$ cat config.mk
export PLATFORM = sky130hd
export DESIGN_NAME = mem_arbiter
export DESIGN_NICKNAME = d
export VERILOG_FILES = /design/src/rtl/mem_arbiter_pkg.sv /design/src/rtl/arb_starve_counter.sv /design/src/rtl/mem_arbiter.sv
export SDC_FILE = /design/constraint.sdc
export NUM_CORES = 1
export LEC_CHECK = 0
export CAP_MARGIN = 5
export CORE_AREA = 5 5 100 102
export CTS_BUF_LIST = sky130_fd_sc_hd__clkbuf_8
export DETAILED_ROUTE_END_ITERATION = 7
export DIE_AREA = 0 0 105 107
export MAX_ROUTING_LAYER = met4
export PLACE_DENSITY = 0.66
export REMOVE_ABC_BUFFERS = 1
export SETUP_SLACK_MARGIN = 0.4
export SYNTH_ARGS = -nofsm -noshare
export SYNTH_HDL_FRONTEND = slang
export SYNTH_SLANG_ARGS = --single-unit
$ cat constraint.sdc
create_clock -name CLK -period 2.95 [get_ports CLK]
set_clock_uncertainty 0.15 [all_clocks]
set_input_delay 0.4425 -clock CLK [delete_from_list [all_inputs] [get_ports CLK]]
set_output_delay 0.4425 -clock CLK [all_outputs]
set_load 0.01 [all_outputs]
$ cat src/rtl/mem_arbiter_pkg.sv
// Shared types for the memory arbiter: RAM handshake states, arbiter FSM states
// and the starvation counter sizing helper.
package mem_arbiter_pkg;

   localparam int WORD_W_DEF     = 32;
   localparam int STARVE_MAX_DEF = 3;

   typedef logic [WORD_W_DEF-1:0] word_t;

   typedef enum logic [1:0] {
      FREE   = 2'd0,
      BUSY   = 2'd1,
      ACCESS = 2'd2,
      ERROR  = 2'd3
   } ramstate_t;

   typedef enum logic [1:0] {
      IDLE = 2'd0,
      IGNT = 2'd1,
      DGNT = 2'd2
   } arb_state_t;

   // Never returns zero, so a STARVE_MAX of 0 still yields a legal vector.
   function automatic int cnt_width(input int max_val);
      return (max_val < 1) ? 1 : $clog2(max_val + 1);
   endfunction

endpackage

$ cat src/rtl/arb_starve_counter.sv
// Saturating counter of consecutive data grants taken while a fetch waits.
// Clear wins over increment.
module arb_starve_counter
   import mem_arbiter_pkg::*;
#(
   parameter int MAX = STARVE_MAX_DEF,
   parameter int CW  = cnt_width(MAX)
) (
   input  logic          clk,
   input  logic          rst,
   input  logic          inc,
   input  logic          clr,
   output logic          full,
   output logic [CW-1:0] count
);

   logic [CW-1:0] count_reg;

   always_ff @(posedge clk or posedge rst) begin
      if (rst) begin
         count_reg <= '0;
      end else if (clr) begin
         count_reg <= '0;
      end else if (inc && !full) begin
         count_reg <= count_reg + CW'(1);
      end
   end

   assign full  = (count_reg == CW'(MAX));
   assign count = count_reg;

endmodule

$ cat src/rtl/mem_arbiter.sv
// Two-master (fetch / data) arbiter onto one RAM port. Data wins by default,
// but a fetch starved for STARVE_MAX data grants is forced through next.
module mem_arbiter
   import mem_arbiter_pkg::*;
#(
   parameter int STARVE_MAX = STARVE_MAX_DEF,
   parameter int WORD_W     = WORD_W_DEF
) (
   input  logic              CLK,
   input  logic              RST,
   input  logic              iREN,
   input  logic [WORD_W-1:0] iaddr,
   input  logic              dREN,
   input  logic              dWEN,
   input  logic [WORD_W-1:0] daddr,
   input  logic [WORD_W-1:0] dstore,
   output logic              iwait,
   output logic [WORD_W-1:0] iload,
   output logic              dwait,
   output logic [WORD_W-1:0] dload,
   output logic              ramREN,
   output logic              ramWEN,
   output logic [WORD_W-1:0] ramaddr,
   output logic [WORD_W-1:0] ramstore,
   input  logic [WORD_W-1:0] ramload,
   input  ramstate_t         ramstate
);

   localparam int CW = cnt_width(STARVE_MAX);

   arb_state_t    state_reg;
   arb_state_t    state_next;
   arb_state_t    arb_sel;
   logic          take;
   logic          starve_full;
   logic          starve_inc;
   logic          starve_clr;
   logic [CW-1:0] starve_cnt;

   always_ff @(posedge CLK or posedge RST) begin
      if (RST) begin
         state_reg <= IDLE;
      end else begin
         state_reg <= state_next;
      end
   end

   always_comb begin
      arb_sel = IDLE;
      if (starve_full && iREN) begin
         arb_sel = IGNT;
      end else if (dREN || dWEN) begin
         arb_sel = DGNT;
      end else if (iREN) begin
         arb_sel = IGNT;
      end
   end

   // ACCESS is checked before the abort so a master that drops its request
   // in the completing cycle still completes and hands over without a bubble.
   always_comb begin
      state_next = state_reg;
      take       = 1'b0;
      iwait      = 1'b1;
      dwait      = 1'b1;
      iload      = '0;
      dload      = '0;
      ramREN     = 1'b0;
      ramWEN     = 1'b0;
      ramaddr    = '0;
      ramstore   = '0;
      case (state_reg)
         IDLE: begin
            state_next = arb_sel;
            take       = 1'b1;
         end
         IGNT: begin
            ramREN  = 1'b1;
            ramaddr = iaddr;
            if (ramstate == ACCESS) begin
               iwait      = 1'b0;
               iload      = ramload;
               state_next = arb_sel;
               take       = 1'b1;
            end else if (!iREN) begin
               state_next = IDLE;
            end
         end
         DGNT: begin
            ramREN   = dREN;
            ramWEN   = dWEN;
            ramaddr  = daddr;
            ramstore = dstore;
            if (ramstate == ACCESS) begin
               dwait      = 1'b0;
               dload      = ramload;
               state_next = arb_sel;
               take       = 1'b1;
            end else if (!(dREN || dWEN)) begin
               state_next = IDLE;
            end
         end
         default: begin
            state_next = IDLE;
         end
      endcase
   end

   // Counts grants handed to data while a fetch is waiting.
   assign starve_inc = take && (arb_sel == DGNT) && iREN;
   assign starve_clr = !iREN || (take && (arb_sel == IGNT));

   arb_starve_counter #(
      .MAX (STARVE_MAX),
      .CW  (CW)
   ) u_starve (
      .clk   (CLK),
      .rst   (RST),
      .inc   (starve_inc),
      .clr   (starve_clr),
      .full  (starve_full),
      .count (starve_cnt)
   );

endmodule
==> run_results.csv <==
group,metric,value,unit
synth,synth_seq_cells,4,
placement,io_buffers,266,
synth,synthCells,225,
route,drt-total-wl,11600,um
synth,synthesis.area,1560,um2
cells_and_area,n_antenna_cell,0,
synth,synth_edf_count,0,
timing,worst_slew_pin_slew,283,ps
min_path,hp-class,"primary input to async pin",
power,leakage,3.48,nW
clock_tree,hold_buffers,0,
clock_tree,root_buffer,"clkbuf_8",
timing,final-setup-viol-count,0,
floorplan,ios,267,
placement,post-place-ws,218,ps
clock_tree,clk_pin_slew,30,ps
cells_and_area,drive_above_1_share,6.60,%
global_route,grt_max_degree,68,
placement,gp_congestion,0.793,
synth,avgSynthCellArea,6.92,um2
clock_tree,cts_sinks,4,
global_route,first_global_vias,2589,
synth,synthDistinctLibCells,29,
floorplan,rows,35,
synth,ys_seq_area_share,6.43,%
global_route,grt_usage,16.5,%
global_route,grt_pass1_wl,14700,um
status,status,"complete, no violations",
setup_path,worstSetupStartpointType,"primary input",
cells_and_area,utilization,54.0,%
cells_and_area,nFillCells,838,
route,drt-initial-drc-count,130,
power,peakVddDrop,0.000413,V
clock_tree,cts.path.max_buffers,2,
route,dr_total_vias,2753,
timing,period_share,92.1,%
clock_tree,clkLatencyLatePin,220,ps
synth,ys.flop_type,"dfrtp_1",
floorplan,die_h,107,um
placement,post-dp-hpwl,7990,um
power,finalPower,2.39,mW
placement,place_inst,580,
global_route,grt_overflow,0,
setup_path,timing.rr.start,"state_reg[0]$_DFFE_PP0P_",
setup_path,r2r-end,"state_reg[0]$_DFFE_PP0P_",
route,postRouteAntennaNets,0,
route,drc_errors,0,
timing,timing.hold.ws,284,ps
timing,max-slew-margin-rel,81.1,%
timing,postLayoutSetupSlackWorst,232,ps
clock_tree,cts_made_buffers,3,
cells_and_area,nets,627,
timing,hold_viol,0,
cells_and_area,design_area,4870,um2
floorplan,die_x,105,um
setup_path,cp-end-kind,"output pin",
setup_path,reg2reg_slack,1100,ps
cells_and_area,regArea,101,um2
setup_path,path_max_fanout,17,
timing,drv_slew,0,
timing,setup_tns,0,ps
cells_and_area,multi_input_comb_area,1330,um2
timing,rsz0062_at_grt,"yes",
cells_and_area,layout.cells.non_filler,596,
global_route,antenna_found_initial,0,
placement,place_area,4310,um2
route,vias_per_cell,4.62,
synth,yosys_warnings,0,
clock_tree,cts_tree,"done",
job,drv_cap,0,
route,drtPass1Iterations,4,
setup_path,r2r_cells,8,
setup_path,required,2360,ps
floorplan,start_util,17.3,%
synth,async_flop_share,100,%
route,avgRoutedWirePerCell,19.5,um
floorplan,die_area,11200,um2
timing,min_period,2720,ps
power,power_density,490,nW/um2
clock_tree,htreeDepth,1,
setup_path,worst-setup-path-type,"primary input to output pin",
floorplan,core-area,9020,um2
timing,fmax,368,MHz
setup_path,cp.arrival,2130,ps
cells_and_area,synthToLayoutAreaGrowth,213,%
where the power goes:
group          internal, mW  leakage, nW  switching, mW
registers            0.0749       0.0515         0.0193
logic                  1.26         3.41          0.919
clock network        0.0869       0.0216         0.0274
what timing repair did:
| action | 4_1_cts | 5_1_grt |
|---|---|---|
| endpoints found under the setup margin | 131 | 105 |
| pin swaps | 1 | 0 |
| resized for setup | 9 | 98 |
| cloned | 1 | 6 |
| setup buffers | 2 | 4 |
cells in the mapped netlist, drive strengths merged, types with 2 or more instances:
master   count  area share [%]
nand3        2            0.64
a21oi        2            0.88
mux2i        2             1.3
a22oi       32              15
nand2        3            0.72
dfrtp        4             6.4
nor2b       34              14
o2111ai      2             1.1
ha           5             4.0
buf         14             6.3
inv          4            0.96
and2        33              13
a21boi       2             1.2
clkbuf      14             3.4
and3        64              26
layer usage:
metal / GRT usage (%) / routed length [um] / part of all wire, % / vias up
met4: 1.00 / 71 / 0.61 / 0
met2: 30.0 / 6330 / 55 / 138
met3: 2.71 / 674 / 5.8 / 6
met5: - / 0 / 0 / -
li1: - / - / - / 1328
met1: 19.9 / 4530 / 39 / 1281
area by class of cell:
| cell class | count | area share [%] |
|---|---|---|
| Multi-Input combinational cell | 189 | 27.3 |
| Clock buffer | 3 | 0.847 |
| Sequential cell | 4 | 2.08 |
| Tap cell | 111 | 2.85 |
| Timing Repair Buffer | 285 | 66.6 |
| Inverter | 4 | 0.308 |
logic make-up after synthesis:
kind of cell / after synthesis / share of synthesized area, %
AOI/OAI and AO/OA: 43 / 21.1
and+or+nand+nor: 139 / 56.5
muxes: 2 / 1.29
adders and majority gates: 5 / 4.02
buffers and inverters: 32 / 10.6
DFF: 4 / 6.43
worst max-delay path, stage by stage:
cell and delay [ps]:
clkdlybuf4s50_1 520, nor2b_4 180, buf_12 140, buf_12 140
and3_1 170, clkdlybuf4s50_1 540
how the worst max path moves through the flow:
stage               depth (start not counted)          to                      from  slack, ps
floorplan                                   4  ramaddr[0]  state_reg[0]$_DFFE_PP0P_         60
global placement                            5    dload[2]               ramstate[1]        240
detailed placement                          5   dload[18]               ramstate[1]        220
CTS                                         5    dload[6]               ramstate[1]        220
global route                                6   dload[18]               ramstate[1]        180
finish                                      6   dload[18]               ramstate[1]        230
layout by cell type (no fill, tap or decap), drive strengths merged:
cell type / synthesis / layout
a211o: 1 / 1
a21boi: 2 / 2
a21oi: 2 / 2
a22oi: 32 / 32
a2bb2oi: 1 / 1
and2: 33 / 33
and3: 64 / 64
and3b: 1 / 1
buf: 14 / 13
bufbuf: 0 / 1
clkbuf: 14 / 8
clkdlybuf4s50: 0 / 173
dfrtp: 4 / 4
dlygate4sd2: 0 / 3
dlymetal6s2s: 0 / 90
ha: 5 / 5
inv: 4 / 4
mux2i: 2 / 2
nand2: 3 / 3
nand2b: 1 / 1
nand3: 2 / 2
nand4bb: 1 / 1
nor2b: 34 / 34
o2111ai: 2 / 2
o211ai: 1 / 1
o21ai: 1 / 1
o2bb2ai: 1 / 1
No activity file was read; power rests on OpenSTA's default activity.
